===== src/rtl/tetris_pkg.sv =====
// ---------------------------------------------------------------------------
// tetris_pkg
// Shared definitions for the move interface between the SPI command path and
// the game executioner: command encoding, the sync nibble that marks a
// command byte, and the byte-to-command decoder used by both ends.
// ---------------------------------------------------------------------------
package tetris_pkg;

   typedef enum logic [2:0] {
      CMD_NONE   = 3'd0,
      CMD_LEFT   = 3'd1,
      CMD_RIGHT  = 3'd2,
      CMD_ROTATE = 3'd3,
      CMD_DROP   = 3'd4
   } command_t;

   localparam logic [3:0] CMD_SYNC_NIBBLE = 4'hA;

   typedef struct packed {
      logic     valid;
      command_t cmd;
   } decoded_cmd_t;

   // High nibble must be the sync nibble; low nibble selects the command.
   // Anything else decodes as invalid with CMD_NONE.
   function automatic decoded_cmd_t decode_cmd_byte(input logic [7:0] b);
      decoded_cmd_t r;
      r.valid = 1'b0;
      r.cmd   = CMD_NONE;
      if (b[7:4] == CMD_SYNC_NIBBLE) begin
         case (b[3:0])
            4'h1: begin r.valid = 1'b1; r.cmd = CMD_LEFT;   end
            4'h2: begin r.valid = 1'b1; r.cmd = CMD_RIGHT;  end
            4'h3: begin r.valid = 1'b1; r.cmd = CMD_ROTATE; end
            4'h4: begin r.valid = 1'b1; r.cmd = CMD_DROP;   end
            default: begin r.valid = 1'b0; r.cmd = CMD_NONE; end
         endcase
      end
      return r;
   endfunction

endpackage


===== src/rtl/cmd_fifo.sv =====
// ---------------------------------------------------------------------------
// cmd_fifo
// Small synchronous FIFO for decoded commands. Show-ahead: dout always
// presents the head entry, pop consumes it at the clock edge.
// Ports:
//   clk, reset  - clock, asynchronous active-low reset (pointers/count only)
//   push, din   - write din when not full (or when full and popping)
//   pop, dout   - consume head entry; ignored when empty
//   count       - entries held (0..DEPTH)
//   full, empty - status derived from count
// ---------------------------------------------------------------------------
module cmd_fifo #(
   parameter int unsigned WIDTH = 3,
   parameter int unsigned DEPTH = 4
) (
   input  logic                       clk,
   input  logic                       reset,
   input  logic                       push,
   input  logic                       pop,
   input  logic [WIDTH-1:0]           din,
   output logic [WIDTH-1:0]           dout,
   output logic [$clog2(DEPTH):0]     count,
   output logic                       full,
   output logic                       empty
);

   localparam int unsigned AW = $clog2(DEPTH);
   localparam int unsigned CW = AW + 1;

   logic [WIDTH-1:0] mem_q [DEPTH];
   logic [AW-1:0]    wr_ptr_q, wr_ptr_d;
   logic [AW-1:0]    rd_ptr_q, rd_ptr_d;
   logic [CW-1:0]    count_q, count_d;
   logic             do_push, do_pop;

   assign empty = (count_q == '0);
   assign full  = (count_q == CW'(DEPTH));
   assign count = count_q;
   assign dout  = mem_q[rd_ptr_q];

   // A full FIFO still accepts a push when the head leaves in the same cycle.
   assign do_pop  = pop & ~empty;
   assign do_push = push & (~full | do_pop);

   always_comb begin
      wr_ptr_d = wr_ptr_q;
      rd_ptr_d = rd_ptr_q;
      count_d  = count_q;
      if (do_push) wr_ptr_d = wr_ptr_q + 1'b1;
      if (do_pop)  rd_ptr_d = rd_ptr_q + 1'b1;
      case ({do_push, do_pop})
         2'b10:   count_d = count_q + 1'b1;
         2'b01:   count_d = count_q - 1'b1;
         default: count_d = count_q;
      endcase
   end

   always_ff @(posedge clk or negedge reset) begin
      if (!reset) begin
         wr_ptr_q <= '0;
         rd_ptr_q <= '0;
         count_q  <= '0;
      end else begin
         wr_ptr_q <= wr_ptr_d;
         rd_ptr_q <= rd_ptr_d;
         count_q  <= count_d;
      end
   end

   // Storage needs no reset: entries are only read once written.
   always_ff @(posedge clk) begin
      if (do_push) mem_q[wr_ptr_q] <= din;
   end

endmodule


===== src/rtl/move_issuer.sv =====
// ---------------------------------------------------------------------------
// move_issuer
// Producer end of the move interface. Decodes raw command bytes, queues
// them, and issues each one as a stable move/move_valid pair qualified by a
// slow move_clk strobe that the consumer synchronises and uses as an edge.
// Ports:
//   clk, reset       - clock, asynchronous active-low reset
//   cmd_byte         - raw byte from the SPI receiver
//   cmd_byte_valid   - one-cycle strobe qualifying cmd_byte
//   flags_clear      - synchronous clear of overflow/bad_cmd (a set wins)
//   move, move_valid - command being issued and its qualifier
//   move_clk         - issue strobe, registered
//   fifo_count       - commands queued
//   overflow         - sticky: valid command dropped on a full FIFO
//   bad_cmd          - sticky: undecodable byte received
// Slot timeline from SETUP entry: SETUP_CYCLES of setup, PULSE_CYCLES high,
// PULSE_CYCLES low, then GAP until ISSUE_INTERVAL cycles have passed.
// ---------------------------------------------------------------------------
module move_issuer
   import tetris_pkg::*;
#(
   parameter int unsigned FIFO_DEPTH     = 4,
   parameter int unsigned SETUP_CYCLES   = 2,
   parameter int unsigned PULSE_CYCLES   = 4,
   parameter int unsigned ISSUE_INTERVAL = 16
) (
   input  logic                          clk,
   input  logic                          reset,
   input  logic [7:0]                    cmd_byte,
   input  logic                          cmd_byte_valid,
   input  logic                          flags_clear,
   output logic [$bits(command_t)-1:0]   move,
   output logic                          move_valid,
   output logic                          move_clk,
   output logic [$clog2(FIFO_DEPTH):0]   fifo_count,
   output logic                          overflow,
   output logic                          bad_cmd
);

   localparam int unsigned CMD_W      = $bits(command_t);
   localparam int unsigned GAP_CYCLES = ISSUE_INTERVAL - SETUP_CYCLES - 2 * PULSE_CYCLES;
   localparam int unsigned CNT_W      = $clog2(ISSUE_INTERVAL + 1);

   typedef enum logic [2:0] {
      ST_IDLE,
      ST_SETUP,
      ST_STROBE_HI,
      ST_STROBE_LO,
      ST_GAP
   } issuer_state_t;

   issuer_state_t    state_q, state_d;
   logic [CNT_W-1:0] cnt_q, cnt_d;
   logic [CMD_W-1:0] move_q, move_d;
   logic             move_valid_q, move_valid_d;
   logic             move_clk_q, move_clk_d;
   logic             overflow_q, overflow_d;
   logic             bad_cmd_q, bad_cmd_d;

   decoded_cmd_t     dec;
   logic             fifo_push, fifo_pop, fifo_full, fifo_empty;
   logic [CMD_W-1:0] fifo_dout;
   logic             slot_end;

   assign dec       = decode_cmd_byte(cmd_byte);
   assign fifo_push = cmd_byte_valid & dec.valid;

   cmd_fifo #(
      .WIDTH (CMD_W),
      .DEPTH (FIFO_DEPTH)
   ) u_cmd_fifo (
      .clk   (clk),
      .reset (reset),
      .push  (fifo_push),
      .pop   (fifo_pop),
      .din   (dec.cmd),
      .dout  (fifo_dout),
      .count (fifo_count),
      .full  (fifo_full),
      .empty (fifo_empty)
   );

   // Sticky flags: a new event in the same cycle as flags_clear keeps the flag set.
   always_comb begin
      overflow_d = (overflow_q & ~flags_clear) | (fifo_push & fifo_full & ~fifo_pop);
      bad_cmd_d  = (bad_cmd_q  & ~flags_clear) | (cmd_byte_valid & ~dec.valid);
   end

   // IDLE is treated as a permanently finished slot, so launching a command
   // from IDLE and back-to-back from the end of a slot share one path.
   always_comb begin
      state_d      = state_q;
      cnt_d        = cnt_q;
      move_d       = move_q;
      move_valid_d = move_valid_q;
      move_clk_d   = move_clk_q;
      fifo_pop     = 1'b0;
      slot_end     = 1'b0;

      case (state_q)
         ST_IDLE: slot_end = 1'b1;
         ST_SETUP: begin
            if (cnt_q == '0) begin
               state_d    = ST_STROBE_HI;
               cnt_d      = CNT_W'(PULSE_CYCLES - 1);
               move_clk_d = 1'b1;
            end else begin
               cnt_d = cnt_q - 1'b1;
            end
         end
         ST_STROBE_HI: begin
            if (cnt_q == '0) begin
               state_d    = ST_STROBE_LO;
               cnt_d      = CNT_W'(PULSE_CYCLES - 1);
               move_clk_d = 1'b0;
            end else begin
               cnt_d = cnt_q - 1'b1;
            end
         end
         ST_STROBE_LO: begin
            if (cnt_q == '0) begin
               if (GAP_CYCLES == 0) begin
                  slot_end = 1'b1;
               end else begin
                  state_d      = ST_GAP;
                  cnt_d        = CNT_W'(GAP_CYCLES - 1);
                  move_valid_d = 1'b0;
                  move_d       = CMD_NONE;
               end
            end else begin
               cnt_d = cnt_q - 1'b1;
            end
         end
         ST_GAP: begin
            if (cnt_q == '0) slot_end = 1'b1;
            else             cnt_d    = cnt_q - 1'b1;
         end
         default: state_d = ST_IDLE;
      endcase

      if (slot_end) begin
         if (!fifo_empty) begin
            fifo_pop     = 1'b1;
            state_d      = ST_SETUP;
            cnt_d        = CNT_W'(SETUP_CYCLES - 1);
            move_d       = fifo_dout;
            move_valid_d = 1'b1;
            move_clk_d   = 1'b0;
         end else begin
            state_d      = ST_IDLE;
            cnt_d        = '0;
            move_d       = CMD_NONE;
            move_valid_d = 1'b0;
            move_clk_d   = 1'b0;
         end
      end
   end

   always_ff @(posedge clk or negedge reset) begin
      if (!reset) begin
         state_q      <= ST_IDLE;
         cnt_q        <= '0;
         move_q       <= CMD_NONE;
         move_valid_q <= 1'b0;
         move_clk_q   <= 1'b0;
         overflow_q   <= 1'b0;
         bad_cmd_q    <= 1'b0;
      end else begin
         state_q      <= state_d;
         cnt_q        <= cnt_d;
         move_q       <= move_d;
         move_valid_q <= move_valid_d;
         move_clk_q   <= move_clk_d;
         overflow_q   <= overflow_d;
         bad_cmd_q    <= bad_cmd_d;
      end
   end

   assign move       = move_q;
   assign move_valid = move_valid_q;
   assign move_clk   = move_clk_q;
   assign overflow   = overflow_q;
   assign bad_cmd    = bad_cmd_q;

endmodule


===== config.mk =====
export PLATFORM = sky130hd
export DESIGN_NAME = move_issuer
export DESIGN_NICKNAME = d
export VERILOG_FILES = /design/src/rtl/tetris_pkg.sv /design/src/rtl/cmd_fifo.sv /design/src/rtl/move_issuer.sv
export SDC_FILE = /design/constraint.sdc
export NUM_CORES = 1
export LEC_CHECK = 0
export BUFFER_PORTS_ARGS = -buffer_cell sky130_fd_sc_hd__buf_2
export CORE_MARGIN = 8
export CORE_UTILIZATION = 40
export CTS_CLUSTER_DIAMETER = 150
export DETAILED_ROUTE_END_ITERATION = 8
export PLACE_DENSITY_LB_ADDON = 0.3
export SLEW_MARGIN = 20
export SYNTH_ARGS = -nofsm -noshare
export SYNTH_HDL_FRONTEND = slang
export SYNTH_SLANG_ARGS = --single-unit
export TNS_END_PERCENT = 5

===== constraint.sdc =====
create_clock -name clk -period 4.2 [get_ports clk]
set_input_delay 0.84 -clock clk [delete_from_list [all_inputs] [get_ports clk]]
set_output_delay 0.84 -clock clk [all_outputs]
set_load 0.005 [all_outputs]

==> results of run 1 <==
## state kept, by name (all words and copies together) (netlist names)
name / flops
u_cmd_fifo.rd_ptr_q: 2
move_clk: 1
overflow: 1
cnt_q: 5
u_cmd_fifo.mem_q: 12
state_q: 3
u_cmd_fifo.wr_ptr_q: 2
u_cmd_fifo.count: 3
move_valid: 1
bad_cmd: 1
move: 3
## layout by cell type (no fill, tap or decap), types with 2 or more instances in the layout
master       n
a32o_1       2
nor2_1       8
o31ai_1      2
o211a_1      2
o21ai_0      5
nor4_1       2
clkinvlp_4   2
buf_2       21
xor2_1       2
nor4b_1      2
a211oi_1     3
nor3_1       5
inv_1        9
nand3_1      2
mux2_2       2
a21oi_1      7
nand2_1      7
and2_1       4
mux4_2       3
dfrtp_1     22
a22o_1       4
edfxtp_1    12
nor3b_1      3
ha_1         7
clkbuf_8     5
xnor2_1      5
## power breakdown
group	internal, mW	total, mW	switching (mW)	leakage (nW)
Sequential	0.433	0.549	0.116	0.366
Clock	0.176	0.301	0.125	0.0504
Combinational	0.263	0.516	0.253	0.399
## worst max path at each step
| stage | startpoint | end | depth (start not counted) |
|---|---|---|---|
| detailed placement | cmd_byte[4] | u_cmd_fifo.count[2] | 10 |
| CTS | cnt_q[0] | u_cmd_fifo.count[2] | 11 |
| global route | cnt_q[0] | u_cmd_fifo.count[2] | 11 |
| finish | cnt_q[0] | u_cmd_fifo.count[2] | 11 |
| global placement | cmd_byte[4] | u_cmd_fifo.count[2] | 10 |
| floorplan | cmd_byte[4] | u_cmd_fifo.count[2] | 9 |
## per-stage QoR
step | hold slack [ns] | cell area (um2) | setup WS (ns)
final | 0.489 | 1990 | 1.17
after detailed placement | 0.477 | 1870 | 1.16
after global placement | 0.473 | 1870 | 1.25
after global routing | 0.506 | 1990 | 0.966
after floorplan | 0.479 | 1740 | 1.44
after CTS | 0.493 | 1990 | 1.18
## layer usage
layer	wire length, um	global-route usage	share of wire	up-vias
li1	-	-	-	570
met1	1430	0.125	0.44	571
met2	1580	0.177	0.49	27
met3	181	0.0438	0.056	2
met4	27	0.0316	0.0084	0
met5	0	0	0	-
## worst max-delay path: stages (launching register included)
cell and delay, ns:
dfrtp_1 0.42, inv_1 0.10, ha_1 0.18, or4b_4 0.57, a21oi_1 0.27, o211a_1 0.31
inv_1 0.07, ha_1 0.23, fa_1 0.40, xnor2_1 0.14, nor2_1 0.11, xor2_1 0.16
## area by class of cell
type / count / area, um2
clock buffers: 5 / 68.8
clock inverters: 3 / 45.0
fillers: 405 / 2280
inverters: 9 / 33.8
multi-input cells: 94 / 757
flip-flops and latches: 34 / 911
well taps: 52 / 65.1
repair buffers: 21 / 105
## cell families after synthesis
group | share of synthesized area
XOR/XNOR | 0.0353
flip-flops | 0.524
adder cells (fa/ha/maj) | 0.0677
AND/OR/NAND/NOR | 0.141
AO/OA/AOI/OAI | 0.140
buffers and inverters | 0.0403
multiplexers | 0.0518
==> flow_metrics.py, run 1 <==
metrics = {
    "clocking": {
        "cts.sinks": 34,
        "h-tree-depth": 2,
        "tritoncts": "yes",
        "cts_buffer_count": 5,
        "insertion_delay_ns": 0.29,
        "cts_root_buf": "clkbuf_8",
        "cts-root-to-sink-buffers": 2,
        "cts.repair_timing.setup_buffer_count": 0,
        "clk_pin_slew_ns": 0.08,
        "hold_buffers": 0,
        "post_cts.resized_instances": 0,
    },
    "logic_synthesis": {
        "synth.top_cell.area_share": 0.317,
        "synth.yosys.seq_area_share": 0.524,
        "ys_top_cells_by_count": "22 x dfrtp_1, 12 x edfxtp_1, 9 x inv_1",
        "asyncSetResetFlopFracSynth": 0.647,
        "syn-instance-count": 143,
        "synth_ff_type": "dfrtp_1",
        "synth_warnings": 0,
        "post-synth-top-area-cell": "dfrtp_1",
        "synth.ff_latch_count": 34,
        "synth_area_per_cell_um2": 12.2,
        "synth.area.top_cells": "dfrtp_1 32%, edfxtp_1 21%, ha_1 5.0%",
        "synth_nets": 163,
        "synth-edff-count": 12,
        "count_of_different_cell_masters_after_synthesis": 45,
        "synth_area_um2": 1740,
        "synth.most_common_cell": "dfrtp_1",
    },
    "power_and_ir_drop": {
        "power.static_leakage_nw": 0.816,
        "fin_total_pwr_mw": 1.37,
        "power_density_nw_per_um2": 689,
        "vdd_ir_drop_max_uv": 289,
    },
    "global_route": {
        "first_global_vias": 1191,
        "number_of_antenna_violations_at_the_first_check_in_global_routing": 0,
        "gr-usage-all-layers": 0.107,
        "globalRouteOverflowTotal": 0,
        "wire_length_of_the_first_global_routing_pass_um": 5600,
        "grt_max_degree": 23,
    },
    "timing": {
        "maxSlewHeadroom": 0.497,
        "tightestPinTransition_ns": 0.749,
        "worst_clock_skew_ns": 0.0100,
        "rsz0062_at_grt": "no",
        "maxSlewViolCount": 0,
        "final_period_minus_worst_setup_slack_ns": 3.03,
        "tns_ns": 0,
        "finalSetupViolations": 0,
        "min_period_over_period": 0.721,
        "timing.fmax_ghz": 0.330,
        "timing.final.hold_violations": 0,
    },
    "worst_hold_path": {
        "min_delay_worst_endpoint": "move_valid",
        "timing.hold.worst.class": "flop to flop",
        "worst_hold_startpoint": "move_valid",
        "hold_path_depth": 1,
    },
    "layout": {
        "syn_to_final_growth_pct": 14.3,
        "final_nets": 185,
        "post_route_cells_drive_above_1_share": 0.253,
        "antenna_cells": 0,
        "finish.utilization": 0.466,
        "post_layout_instance_count_excluding_filler_cells": 218,
    },
    "run": {
        "maxCapViolCount": 0,
    },
    "routing": {
        "antenna_violating_nets_post_route": 0,
        "first_pass_iters": 4,
        "wire_per_inst_um": 14.8,
        "wl_um": 3220,
        "dr_total_vias": 1170,
        "drcViolationCount": 0,
        "detail_route.vias_per_cell": 5.37,
        "detail_route.iter0.violations": 95,
    },
    "floorplan": {
        "floorplan.io_pins": 22,
        "floorplan.die.width_um": 81.9,
        "core.rowCount": 24,
        "core_region_area_um2": 4260,
        "die_y_um": 81.9,
        "die_area_um2": 6710,
        "starting_utilization_of_the_core_area": 0.408,
    },
    "setup_path": {
        "worst_r2r_startpoint": "cnt_q[0]",
        "setup.worst_path.class": "flop to flop",
        "required_ns": 4.41,
        "arrival_ns": 3.24,
        "startpoint_type": "flop",
        "worst-r2r-cell-count": 11,
        "end_kind": "flop",
        "worst_r2r_endpoint": "u_cmd_fifo.count[2]",
        "path_max_fanout": 11,
        "timing.reg2reg.setup_slack_ns": 1.17,
    },
    "placed_design": {
        "place.detailed.instances": 210,
        "io_buffers": 21,
        "routabilityCongestion": 0.761,
        "place.detailed.hpwl_um": 2470,
    },
    "outcome": {
        "run_status": "finished clean",
    },
}
(Power assumes the default switching activity.)
==> inputs of run 2 (changes only) <==
- clock period: 4.2 -> 2.46 ns (I/O delays scaled with it)
==> run 2 against run 1 <==
Compared with the run above:
- die area stayed put
- final area rose by 7.6%
- clock skew fell by 0.0043 ns
- via count up 6.2%
- sequential share of layout area fell by 3.2 points
- the flow now finishes with violations (setup timing)
- register-to-register slack lost 1.2 ns
- non-clock buffer count increased by 20
- critical endpoint is now u_cmd_fifo.count[1]
- largest power group is now combinational logic
- fmax is 21% higher
- global-route usage rose by 0.77 points
- critical path type unchanged
- first-iteration DRC count shrank 2.1%
- power increased by 82%
- combinational power is 130% higher
==> flow_metrics.py, run 2 (synthesized netlist as in run 1, its figures left out) <==
metrics = {
    "setup_path": {
        "path_max_fanout": 2,
        "setup.worst_path.class": "flop to flop",
        "end_kind": "flop",
        "arrival_ns": 2.67,
        "timing.reg2reg.setup_slack_ns": -0.04,
        "startpoint_type": "flop",
        "worst-r2r-cell-count": 8,
        "cp_slowest_stage_delay_ns": 0.48,
        "worst_r2r_endpoint": "u_cmd_fifo.count[1]",
        "required_ns": 2.63,
        "worst_r2r_startpoint": "cnt_q[0]",
        "worstPathCellList": "inv_2 > ha_4 > or4b_4 > buf_6 > a211oi_4 > ha_2 > fa_2 > mux2_2",
        "critical_path.slowest_cell": "or4b_4",
    },
    "clocking": {
        "hold_buffers": 0,
        "tritoncts": "yes",
        "cts_root_buf": "clkbuf_8",
        "clk_pin_slew_ns": 0.07,
        "cts-root-to-sink-buffers": 2,
        "h-tree-depth": 2,
        "cts.sinks": 34,
        "insertion_delay_ns": 0.29,
        "cts_buffer_count": 5,
    },
    "routing": {
        "wire_per_inst_um": 14.6,
        "drcViolationCount": 0,
        "detail_route.vias_per_cell": 5.22,
        "detail_route.iter0.violations": 93,
        "dr_total_vias": 1242,
        "antenna_violating_nets_post_route": 0,
        "first_pass_iters": 6,
        "wl_um": 3480,
    },
    "timing": {
        "maxSlewViolCount": 0,
        "min_period_over_period": 1.02,
        "maxSlewHeadroom": 0.520,
        "worst_clock_skew_ns": 0.00575,
        "final_period_minus_worst_setup_slack_ns": 2.50,
        "tightestPinTransition_ns": 0.718,
        "timing.final.hold_violations": 0,
        "rsz0062_at_grt": "yes",
        "timing.fmax_ghz": 0.399,
        "final_worst_slack_ns": -0.0434,
        "finalSetupViolations": 2,
        "finalHoldWorstSlack_ns": 0.161,
    },
    "layout": {
        "finish.utilization": 0.501,
        "layout.cells.most_common": "dfrtp_1",
        "post_layout_instance_count_excluding_filler_cells": 238,
        "syn_to_final_growth_pct": 23.0,
        "post_route_cells_drive_above_1_share": 0.360,
        "final_nets": 205,
        "top_register": "u_cmd_fifo.mem_q",
        "largest_registers": "u_cmd_fifo.mem_q x12, cnt_q x5",
        "most-common-layout-cells": "22 x dfrtp_1, 21 x buf_2, 19 x buf_4",
        "final.fill_count": 388,
        "max_ffs_per_register": 12,
        "antenna_cells": 0,
    },
    "global_route": {
        "globalRouteOverflowTotal": 0,
        "number_of_antenna_violations_at_the_first_check_in_global_routing": 0,
        "gr-usage-all-layers": 0.115,
        "wire_length_of_the_first_global_routing_pass_um": 5940,
        "grt_max_degree": 23,
        "first_global_vias": 1338,
    },
    "floorplan": {
        "core.rowCount": 24,
        "floorplan.io_pins": 22,
        "core_region_area_um2": 4260,
        "die_area_um2": 6710,
        "floorplan.die.width_um": 81.9,
        "die_y_um": 81.9,
        "starting_utilization_of_the_core_area": 0.408,
    },
    "power_and_ir_drop": {
        "vdd_ir_drop_max_uv": 702,
        "power.static_leakage_nw": 0.909,
        "swShare": 0.367,
        "power.combinational.fraction": 0.476,
        "power.switching_mw": 0.913,
        "p_seq_frac": 0.361,
        "power_density_nw_per_um2": 1160,
        "power.share.clock": 0.162,
        "p_int_mw": 1.57,
    },
    "run": {
        "maxCapViolCount": 0,
    },
    "placed_design": {
        "place.detailed.instances": 227,
        "place.detailed.hpwl_um": 2530,
        "routabilityCongestion": 0.806,
        "io_buffers": 21,
    },
    "outcome": {
        "run_status": "finished with violations",
        "violations": "setup timing",
    },
    "worst_hold_path": {
        "timing.hold.worst.class": "primary input to async pin",
    },
}
==> run 2: how the worst max path moves through the flow <==
stage	slack, ns	endpoint	startpoint	depth (start not counted)
2_1_floorplan	-0.14	u_cmd_fifo.count[2]	cnt_q[0]	11
3_3_place_gp	-0.06	u_cmd_fifo.count[1]	cnt_q[0]	8
3_5_place_dp	-0.21	u_cmd_fifo.count[2]	cnt_q[0]	11
4_1_cts	-0.08	u_cmd_fifo.count[1]	cnt_q[0]	8
5_1_grt	-0.14	u_cmd_fifo.count[2]	cnt_q[0]	11
6_report	-0.04	u_cmd_fifo.count[1]	cnt_q[0]	8
==> run 2: layout make-up <==
type	count	area (um2)	share of cell area
Clock buffer	6	72.6	0.0340
Tap cell	52	65.1	0.0304
Sequential cell	34	911	0.426
Timing Repair Buffer	41	259	0.121
Inverter	9	33.8	0.0158
Multi-Input combinational cell	94	786	0.368
Clock inverter	2	10.0	0.00468
==> run 2: through the flow <==
step | cell area [um2] | TNS [ns] | setup WS, ns | power (mW)
3_3_place_gp | 2000 | -0.0952 | -0.0561 | 1.96
5_1_grt | 2140 | -0.269 | -0.142 | 2.68
6_report | 2140 | -0.0457 | -0.0434 | 2.48
4_1_cts | 2140 | -0.141 | -0.0770 | 2.48
3_5_place_dp | 2000 | -0.333 | -0.208 | 2.00
2_1_floorplan | 1740 | -0.264 | -0.137 | 1.63
==> run 2: repair_timing <==
action	CTS	global route
gates resized for setup	9	0
pin swaps	6	4
buffers inserted	3	0
endpoints found under the setup margin	2	2
==> run 2: metal layers <==
| metal | global-route usage | part of all wire | wire (um) | vias up |
|---|---|---|---|---|
| met5 | 0 | 0 | 0 | - |
| met2 | 0.182 | 0.48 | 1650 | 39 |
| li1 | - | - | - | 611 |
| met3 | 0.0416 | 0.051 | 177 | 6 |
| met1 | 0.137 | 0.46 | 1600 | 586 |
| met4 | 0.0509 | 0.013 | 46 | 0 |
==> run 2: worst max-delay path, delay by kind of cell, from the launching register on <==
kind | cells | cell delay (ns)
simple gates | 1 | 0.48
flops | 1 | 0.40
buf+inv | 2 | 0.24
mux | 1 | 0.27
compound gates | 1 | 0.22
fa+ha+maj | 3 | 0.79
==> run 2: power by group through the flow <==
stage	Sequential, mW	Clock (mW)	Combinational (mW)
6_report	0.898	0.403	1.18
3_3_place_gp	0.893	0	1.07
2_1_floorplan	0.875	0	0.754
5_1_grt	0.923	0.438	1.32
4_1_cts	0.897	0.412	1.17
3_5_place_dp	0.902	0	1.09
==> inputs of run 3 (changes only) <==
- SETUP_SLACK_MARGIN: unset -> 0.3
==> run 3 against run 2 <==
Compared with the run above:
- the run still ends with setup timing left
- critical path depth stayed put
- combinational power increased by 4%
- sequential power about the same
- via count is 1.2% higher
- worst hold slack improved by 0.0018 ns
- count of clock-buffer cells in the layout unchanged
- sequential cell count did not move
- largest power group unchanged
==> flow_metrics.py, run 3 (synthesized netlist as in run 1, its figures left out) <==
metrics = {
    "outcome": {
        "run_status": "finished with violations",
        "violations": "setup timing",
    },
    "power_and_ir_drop": {
        "power.combinational.fraction": 0.484,
        "vdd_ir_drop_max_uv": 712,
        "power.static_leakage_nw": 0.917,
        "power_density_nw_per_um2": 1170,
        "p_seq_frac": 0.356,
        "swShare": 0.375,
        "p_int_mw": 1.58,
        "power.share.clock": 0.159,
        "power.switching_mw": 0.950,
    },
    "clocking": {
        "cts_root_buf": "clkbuf_8",
        "cts_buffer_count": 5,
        "clk_pin_slew_ns": 0.07,
        "cts-root-to-sink-buffers": 2,
        "tritoncts": "yes",
        "hold_buffers": 0,
        "cts.sinks": 34,
        "h-tree-depth": 2,
        "insertion_delay_ns": 0.29,
    },
    "timing": {
        "tns_ns": -0.0441,
        "worst_clock_skew_ns": 0.00532,
        "final_worst_slack_ns": -0.0427,
        "finalSetupViolations": 2,
        "finalHoldWorstSlack_ns": 0.163,
        "min_period_over_period": 1.02,
        "final_period_minus_worst_setup_slack_ns": 2.50,
        "tightestPinTransition_ns": 0.733,
        "maxSlewViolCount": 0,
        "maxSlewHeadroom": 0.510,
        "timing.fmax_ghz": 0.400,
        "rsz0062_at_grt": "yes",
        "timing.final.hold_violations": 0,
    },
    "placed_design": {
        "place.detailed.instances": 227,
        "io_buffers": 21,
        "place.detailed.hpwl_um": 2530,
        "routabilityCongestion": 0.806,
        "dpl_worst_slack_ns": -0.208,
    },
    "routing": {
        "drcViolationCount": 0,
        "first_pass_iters": 4,
        "dr_total_vias": 1257,
        "wire_per_inst_um": 15.0,
        "antenna_violating_nets_post_route": 0,
        "detail_route.vias_per_cell": 5.28,
        "detail_route.iter0.violations": 139,
        "wl_um": 3560,
    },
    "floorplan": {
        "core_region_area_um2": 4260,
        "floorplan.die.width_um": 81.9,
        "floorplan.io_pins": 22,
        "starting_utilization_of_the_core_area": 0.408,
        "die_area_um2": 6710,
        "die_y_um": 81.9,
        "core.rowCount": 24,
    },
    "setup_path": {
        "arrival_ns": 2.68,
        "required_ns": 2.63,
        "setup.worst_path.class": "flop to flop",
        "end_kind": "flop",
        "startpoint_type": "flop",
        "path_max_fanout": 2,
    },
    "layout": {
        "antenna_cells": 0,
        "top_register": "u_cmd_fifo.mem_q",
        "post_route_cells_drive_above_1_share": 0.387,
        "syn_to_final_growth_pct": 25.0,
        "post_layout_instance_count_excluding_filler_cells": 238,
        "layout.cells.most_common": "dfrtp_1",
        "most-common-layout-cells": "22 x dfrtp_1, 21 x buf_2, 19 x buf_4",
        "final_nets": 205,
        "max_ffs_per_register": 12,
        "largest_registers": "u_cmd_fifo.mem_q x12, cnt_q x5",
        "finish.utilization": 0.509,
    },
    "global_route": {
        "globalRouteOverflowTotal": 0,
        "gr-usage-all-layers": 0.118,
        "first_global_vias": 1348,
        "number_of_antenna_violations_at_the_first_check_in_global_routing": 0,
        "wire_length_of_the_first_global_routing_pass_um": 6110,
        "grt_max_degree": 23,
    },
    "run": {
        "maxCapViolCount": 0,
    },
    "worst_hold_path": {
        "timing.hold.worst.class": "primary input to async pin",
    },
}
[run 3: final cells by class]
cell class | instances | area, um2
Clock buffer | 6 | 72.6
Clock inverter | 2 | 10.0
Fill cell | 386 | 2090
Inverter | 9 | 33.8
Multi-Input combinational cell | 94 | 821
Sequential cell | 34 | 911
Tap cell | 52 | 65.1
Timing Repair Buffer | 41 | 259
[run 3: worst paths after layout]
check / startpoint / end / slack (ns) / depth (start not counted)
max: cnt_q[0] / u_cmd_fifo.count[1] / -0.04 / 8
min: reset / state_q[1] / 0.16 / 1
max reg2reg: cnt_q[0] / u_cmd_fifo.count[1] / -0.04 / 8
min reg2reg: move_valid / move_valid / 0.48 / 1
max in group asynchronous: reset / u_cmd_fifo.rd_ptr_q[1] / 1.95 / 1
min in group clk: cmd_byte_valid / bad_cmd / 0.46 / 3
[run 3: timing repair]
item,CTS,global route
cloned,0,0
buffers inserted,3,0
pin swaps,6,4
endpoints found under the setup margin,15,20
resized for setup,12,4
[run 3: metal layers]
layer | routed length [um] | up-vias | GRT usage
met4 | 46 | 0 | 0.0509
li1 | - | 608 | -
met2 | 1710 | 33 | 0.189
met1 | 1650 | 610 | 0.142
met5 | 0 | - | 0
met3 | 159 | 6 | 0.0416
[run 3: power by group through the flow]
stage	sequential [mW]	clock (mW)	combinational, mW
global route	0.927	0.438	1.36
global placement	0.893	0	1.07
CTS	0.898	0.412	1.19
finish	0.901	0.403	1.23
floorplan	0.875	0	0.754
detailed placement	0.902	0	1.09
[run 3: worst max-delay path, cell delays in order, from the launching register on]
cell and delay [ns]:
dfrtp_1 0.40, inv_2 0.09, ha_4 0.14, or4b_4 0.48
buf_6 0.15, a211oi_4 0.22, ha_2 0.23, fa_2 0.42
mux2_2 0.27
[run 3: metrics by stage]
step	total power [mW]	area, um2
finish	2.53	2170
global route	2.72	2170
CTS	2.50	2150
detailed placement	2.00	2000
global placement	1.96	2000
floorplan	1.63	1740
